===== src/rtl/gfx_pkg.sv =====
// Shared definitions for the graphics ASIC register bus controller:
// FSM state encoding and the ASIC register map.
package gfx_pkg;

  typedef enum logic [2:0] {
    ST_IDLE,
    ST_WR,
    ST_RD_REQ,
    ST_RD_DATA,
    ST_ERR
  } gfx_state_t;

  localparam int PADDLE_1_X   = 0;
  localparam int PADDLE_1_Y   = 1;
  localparam int PADDLE_2_X   = 2;
  localparam int PADDLE_2_Y   = 3;
  localparam int BALL_X       = 4;
  localparam int BALL_Y       = 5;
  localparam int BALL_Z       = 6;
  localparam int P1_SCORE     = 7;
  localparam int P2_SCORE     = 8;
  localparam int GAME_STATE   = 9;
  localparam int GFX_NUM_REGS = 10;

endpackage


===== src/rtl/gfx_bus_arbiter_if.sv =====
// Requester-side handshake plus ASIC databus signals of the register bus controller.
interface gfx_bus_arbiter_if #(
  parameter int ADDR_W = 4,
  parameter int DATA_W = 16
);
  logic [1:0]          req;
  logic [1:0]          req_we;
  logic [2*ADDR_W-1:0] req_addr;
  logic [2*DATA_W-1:0] req_wdata;
  logic                frame_hold;
  logic [1:0]          ack;
  logic                err;
  logic [DATA_W-1:0]   rdata;
  logic                chipselect;
  logic                read;
  logic [ADDR_W-1:0]   data_address;
  logic [DATA_W-1:0]   bus_wdata;
  logic                bus_oe;
  logic [DATA_W-1:0]   bus_rdata;

  // The controller is the bus master towards the ASIC.
  modport master (
    input  req, req_we, req_addr, req_wdata, frame_hold, bus_rdata,
    output ack, err, rdata, chipselect, read, data_address, bus_wdata, bus_oe
  );

  modport slave (
    output req, req_we, req_addr, req_wdata, frame_hold, bus_rdata,
    input  ack, err, rdata, chipselect, read, data_address, bus_wdata, bus_oe
  );
endinterface


===== src/rtl/rr_arb2.sv =====
// Two-way round-robin arbiter: on a tie the requester that did not win last time wins.
module rr_arb2 (
  input  logic [1:0] req,
  input  logic       last_grant,
  output logic       grant_valid,
  output logic       grant_idx
);

  always_comb begin
    grant_valid = |req;
    grant_idx   = 1'b0;
    case (req)
      2'b01:   grant_idx = 1'b0;
      2'b10:   grant_idx = 1'b1;
      2'b11:   grant_idx = ~last_grant;
      default: grant_idx = 1'b0;
    endcase
  end

endmodule


===== src/rtl/gfx_bus_arbiter.sv =====
// Master-side controller for the graphics ASIC register databus: arbitrates two
// requesters and sequences single-word writes and registered reads.
module gfx_bus_arbiter
  import gfx_pkg::*;
#(
  parameter int NUM_REGS = GFX_NUM_REGS,
  parameter int ADDR_W   = 4,
  parameter int DATA_W   = 16
) (
  input  logic               clk,
  input  logic               rst,
  gfx_bus_arbiter_if.master  bus
);

  gfx_state_t        state_q;
  gfx_state_t        state_d;
  logic              last_grant_q;
  logic              grant_q;
  logic [ADDR_W-1:0] addr_q;
  logic [DATA_W-1:0] wdata_q;

  logic              grant_valid;
  logic              grant_idx;
  logic              take;
  logic              win_we;
  logic [ADDR_W-1:0] win_addr;
  logic [DATA_W-1:0] win_wdata;
  logic [1:0]        ack_bit;

  function automatic logic addr_ok(input logic [ADDR_W-1:0] a);
    return {1'b0, a} < (ADDR_W+1)'(NUM_REGS);
  endfunction

  rr_arb2 u_arb (
    .req         (bus.req),
    .last_grant  (last_grant_q),
    .grant_valid (grant_valid),
    .grant_idx   (grant_idx)
  );

  assign take      = (state_q == ST_IDLE) && !bus.frame_hold && grant_valid;
  assign win_we    = grant_idx ? bus.req_we[1] : bus.req_we[0];
  assign win_addr  = grant_idx ? bus.req_addr[2*ADDR_W-1:ADDR_W]
                               : bus.req_addr[ADDR_W-1:0];
  assign win_wdata = grant_idx ? bus.req_wdata[2*DATA_W-1:DATA_W]
                               : bus.req_wdata[DATA_W-1:0];

  // last_grant resets to 1 so requester 0 wins the first tie.
  always_ff @(posedge clk) begin
    if (rst) begin
      state_q      <= ST_IDLE;
      last_grant_q <= 1'b1;
      grant_q      <= 1'b0;
    end else begin
      state_q <= state_d;
      if (take) begin
        last_grant_q <= grant_idx;
        grant_q      <= grant_idx;
      end
    end
  end

  // Request payload is only observed through state-gated outputs, so it needs no reset.
  always_ff @(posedge clk) begin
    if (take) begin
      addr_q  <= win_addr;
      wdata_q <= win_wdata;
    end
  end

  always_comb begin
    state_d = state_q;
    case (state_q)
      ST_IDLE: begin
        if (take) begin
          if (!addr_ok(win_addr)) state_d = ST_ERR;
          else if (win_we)        state_d = ST_WR;
          else                    state_d = ST_RD_REQ;
        end
      end
      ST_WR:      state_d = ST_IDLE;
      ST_RD_REQ:  state_d = ST_RD_DATA;
      ST_RD_DATA: state_d = ST_IDLE;
      ST_ERR:     state_d = ST_IDLE;
      default:    state_d = ST_IDLE;
    endcase
  end

  assign ack_bit = grant_q ? 2'b10 : 2'b01;

  always_comb begin
    bus.ack          = 2'b00;
    bus.err          = 1'b0;
    bus.rdata        = '0;
    bus.chipselect   = 1'b0;
    bus.read         = 1'b0;
    bus.data_address = '0;
    bus.bus_wdata    = '0;
    bus.bus_oe       = 1'b0;
    case (state_q)
      ST_WR: begin
        bus.chipselect   = 1'b1;
        bus.bus_oe       = 1'b1;
        bus.data_address = addr_q;
        bus.bus_wdata    = wdata_q;
        bus.ack          = ack_bit;
      end
      ST_RD_REQ: begin
        bus.chipselect   = 1'b1;
        bus.read         = 1'b1;
        bus.data_address = addr_q;
      end
      // ASIC drives its registered word this cycle and releases the bus at the closing edge.
      ST_RD_DATA: begin
        bus.rdata = bus.bus_rdata;
        bus.ack   = ack_bit;
      end
      ST_ERR: begin
        bus.err = 1'b1;
        bus.ack = ack_bit;
      end
      default: ;
    endcase
  end

endmodule


===== src/flat_wrapper.sv =====
// flat-port wrapper written by rule: the top's interface ports become plain ports
module gfx_bus_arbiter_flat import gfx_pkg::*;
#(
  parameter int NUM_REGS = GFX_NUM_REGS,
  parameter int ADDR_W   = 4,
  parameter int DATA_W   = 16
)
  (clk, rst, bus_req, bus_req_we, bus_req_addr, bus_req_wdata, bus_frame_hold, bus_bus_rdata, bus_ack, bus_err, bus_rdata, bus_chipselect, bus_read, bus_data_address, bus_bus_wdata, bus_bus_oe);
  gfx_bus_arbiter_if #(.ADDR_W(ADDR_W), .DATA_W(DATA_W)) bus_i ();
  input  logic clk;
  input  logic rst;
  input wire logic [$bits(bus_i.req)-1:0] bus_req;
  input wire logic [$bits(bus_i.req_we)-1:0] bus_req_we;
  input wire logic [$bits(bus_i.req_addr)-1:0] bus_req_addr;
  input wire logic [$bits(bus_i.req_wdata)-1:0] bus_req_wdata;
  input wire logic [$bits(bus_i.frame_hold)-1:0] bus_frame_hold;
  input wire logic [$bits(bus_i.bus_rdata)-1:0] bus_bus_rdata;
  output wire logic [$bits(bus_i.ack)-1:0] bus_ack;
  output wire logic [$bits(bus_i.err)-1:0] bus_err;
  output wire logic [$bits(bus_i.rdata)-1:0] bus_rdata;
  output wire logic [$bits(bus_i.chipselect)-1:0] bus_chipselect;
  output wire logic [$bits(bus_i.read)-1:0] bus_read;
  output wire logic [$bits(bus_i.data_address)-1:0] bus_data_address;
  output wire logic [$bits(bus_i.bus_wdata)-1:0] bus_bus_wdata;
  output wire logic [$bits(bus_i.bus_oe)-1:0] bus_bus_oe;
  assign bus_i.req = bus_req;
  assign bus_i.req_we = bus_req_we;
  assign bus_i.req_addr = bus_req_addr;
  assign bus_i.req_wdata = bus_req_wdata;
  assign bus_i.frame_hold = bus_frame_hold;
  assign bus_i.bus_rdata = bus_bus_rdata;
  assign bus_ack = bus_i.ack;
  assign bus_err = bus_i.err;
  assign bus_rdata = bus_i.rdata;
  assign bus_chipselect = bus_i.chipselect;
  assign bus_read = bus_i.read;
  assign bus_data_address = bus_i.data_address;
  assign bus_bus_wdata = bus_i.bus_wdata;
  assign bus_bus_oe = bus_i.bus_oe;
  gfx_bus_arbiter #(.NUM_REGS(NUM_REGS), .ADDR_W(ADDR_W), .DATA_W(DATA_W)) u_core (.clk(clk), .rst(rst), .bus(bus_i));
endmodule

===== config.mk =====
export PLATFORM = sky130hd
export DESIGN_NAME = gfx_bus_arbiter_flat
export DESIGN_NICKNAME = d
export VERILOG_FILES = /design/src/rtl/gfx_pkg.sv /design/src/rtl/gfx_bus_arbiter_if.sv /design/src/rtl/rr_arb2.sv /design/src/rtl/gfx_bus_arbiter.sv /design/src/flat_wrapper.sv
export SDC_FILE = /design/constraint.sdc
export NUM_CORES = 1
export LEC_CHECK = 0
export CORE_ASPECT_RATIO = 1.2
export CORE_UTILIZATION = 34
export CTS_BUF_LIST = sky130_fd_sc_hd__clkbuf_16
export DETAILED_ROUTE_END_ITERATION = 8
export PLACE_DENSITY_LB_ADDON = 0.3
export RECOVER_POWER = 25
export SKIP_CTS_REPAIR_TIMING = 1
export SYNTH_ARGS = -nofsm -noshare
export SYNTH_HDL_FRONTEND = slang
export SYNTH_SLANG_ARGS = --single-unit

===== constraint.sdc =====
create_clock -name clk -period 3.7 [get_ports clk]
set_input_delay 0.74 -clock clk [delete_from_list [all_inputs] [get_ports clk]]
set_output_delay 0.74 -clock clk [all_outputs]
set_load 0.05 [all_outputs]

==> reports/metrics.yaml <==
worst_setup_path:
  r2r_end: "u_core.wdata_q[10]$_DFFE_PP_"
  cp_data_arrival_time_ns: 2.14
  path_cells: "clkdlybuf4s50_1, and2_1, clkdlybuf4s50_1"
  slowest_delay_ns: 0.80
  cp-start-kind: "primary input"
  r2r-start: "u_core.state_q[2]$_SDFFE_PP0P_"
  path_max_fanout: 1
  crit_required_ns: 2.96
  cp_common_cell: "clkdlybuf4s50_1"
  r2r_cells: 3
  cp-end-kind: "output port"
  slowest_stage: "clkdlybuf4s50_1"
  r2r_setup_slack_ns: 1.43
  path_class: "primary input to output port"
logic_synthesis:
  ys_seq_area_share_pct: 50.8
  synth_cells: 116
  ys_types: 25
  yosys_warnings: 0
  ys_ff_latch: 25
  avgSynthCellArea_um2: 11.9
  synth_fp_nets: 179
  synth_area_um2: 1380
floorplan:
  boundaryPins: 105
  rows: 25
  core_um2: 3910
  die_y_um: 71.8
  die_w_um: 60.1
  dieArea_um2: 4320
  start_util_pct: 35.3
sta:
  min_period_ns: 2.88
  tightest_slew_ns: 1.22
  drv_slew: 0
  slew_headroom_pct: 18.5
  rsz0062_at_grt: "false"
  fin_crit_sh_pct: 77.7
  setup_violations: 0
  finalHoldViolCount: 0
  finClkSkew_ns: 0.00217
  fmax_mhz: 348
  setup_tns_ns: 0
placement:
  placed_area_um2: 2490
  dp_hpwl_um: 2970
  numPortBuffers: 104
  routabilityCongestion: 0.736
drt:
  dr.pass1.iters: 6
  antenna_left: 0
  drt_iter0_drc: 37
  drc: 0
  vias: 1292
  wl_um: 3700
  wl_per_cell_um: 13.4
  vias_per_cell: 4.68
grt:
  grt_use_total_pct: 17.4
  grt_antenna_before_repair: 0
  grt_pass1_vias: 1294
  globalRouteOverflowTotal: 0
  grt_max_degree: 23
  grt_pass1_wl_um: 5600
clock_network:
  clock_path_buffers: 2
  cts-htree-levels: 1
  clkLatencyLatePin_ns: 0.26
  numCtsBuffers: 3
  cts_tree: "yes"
  clock-root-buffer: "clkbuf_16"
  clk_pin_slew_ns: 0.06
  clock-sinks: 25
min_path:
  whs_path_depth: 2
  hp-class: "register to register"
  min-delay-start: "u_core.grant_q$_SDFFE_PP0P_"
  holdPathEnd: "u_core.grant_q$_SDFFE_PP0P_"
finish:
  insertedDiodeCount: 0
  design_area_um2: 2550
  nets: 286
  fin_util_pct: 65.2
  area_growth_pct: 85.0
  post_route_cells_drive_above_1_share_pct: 14.9
power_and_ir_drop:
  totalPowerFinal_mw: 0.820
  p_leak_nw: 0.943
  power_density_nw_per_um2: 321
  ir_drop_v: 0.000196
run:
  drv_cap: 0
outcome:
  status: "complete, no violations"
==> routing by layer <==
layer	routed length, um	global-route usage, %	up-vias
met5	0	0	-
met4	44	6.46	0
met2	1990	32.5	80
met3	445	5.23	6
li1	-	-	624
met1	1220	17.3	582
==> kinds of logic after synthesis <==
| logic type | Yosys count | share of synthesized area (%) |
|---|---|---|
| multiplexers | 23 | 18.6 |
| flip-flops | 25 | 50.8 |
| AND/OR/NAND/NOR | 50 | 23.1 |
| XOR/XNOR | 1 | 0.635 |
| buffers and inverters | 8 | 2.45 |
| AO/OA/AOI/OAI | 9 | 4.36 |
==> stage by stage <==
step                hold WS, ns  std cells  setup WS [ns]
floorplan                 0.451        116          0.409
global placement          0.472        272          0.829
detailed placement        0.486        272          0.816
CTS                       0.496        276          0.815
global route              0.540        276          0.646
finish                    0.491        276          0.825
==> worst max-delay path: cells and delay by family <==
| family | cells | cell delay, ns |
|---|---|---|
| and+or+nand+nor | 1 | 0.13 |
| buffers and inverters | 2 | 1.26 |
==> state kept, by name (all words and copies together), names as in the netlist <==
register / flops
u_core.addr_q: 4
u_core.last_grant_q: 1
u_core.grant_q: 1
u_core.wdata_q: 16
u_core.state_q: 3
==> Yosys cell counts (all sizes together) <==
library cell	n	area share, %
a21oi	2	0.73
or2	1	0.45
o31ai	1	0.54
nand2	1	0.27
or4b	1	1.0
or3	1	0.82
buf	3	1.1
and2	36	16
nor3	1	0.36
o211ai	1	0.54
nor2	3	0.82
o41ai	2	1.3
mux2	21	17
nor3b	3	1.6
and3	2	1.0
clkbuf	2	0.54
dfxtp	5	7.3
xnor2	1	0.64
inv	3	0.82
edfxtp	20	44
o21ai	2	0.73
nor2b	1	0.45
mux2i	2	1.5
a21boi	1	0.54
==> cell type report <==
| cell class | instances | area (um^2) |
|---|---|---|
| fillers | 322 | 1360 |
| repair buffers | 107 | 1050 |
| flip-flops and latches | 25 | 701 |
| multi-input cells | 83 | 643 |
| clock buffers | 3 | 75.1 |
| well taps | 54 | 67.6 |
| inverters | 3 | 11.3 |
| clock inverters | 1 | 3.75 |
==> report_power, final <==
group          internal (mW)  switching, mW
combinational          0.122          0.119
sequential             0.335        0.00834
clock                  0.144         0.0918
==> how the worst max path moves through the flow <==
stage                              startpoint                    endpoint  cells after the start
3_5_place_dp                 bus_bus_rdata[6]                bus_rdata[6]                      3
3_3_place_gp                bus_bus_rdata[10]               bus_rdata[10]                      3
6_report                     bus_bus_rdata[6]                bus_rdata[6]                      3
2_1_floorplan  u_core.state_q[1]$_SDFFE_PP0P_                  bus_ack[1]                      4
5_1_grt                        bus_frame_hold  u_core.addr_q[3]$_DFFE_PP_                      4
4_1_cts        u_core.state_q[0]$_SDFFE_PP0P_            bus_bus_wdata[7]                      4
==> layout by cell type, fill, tap and decap left out, drive strengths merged <==
cell type,count
xnor2,1
mux2,21
nor3,1
edfxtp,20
or2,1
and3,2
or3,1
a21boi,1
dlygate4sd3,1
o211ai,1
and2,36
a21oi,2
or4b,1
nand2,1
nor3b,3
buf,6
nor2,3
o21ai,2
nor2b,1
mux2i,2
inv,4
dfxtp,5
clkbuf,4
o31ai,1
o41ai,2
clkdlybuf4s50,99
Power figures use the tool's default switching activity.
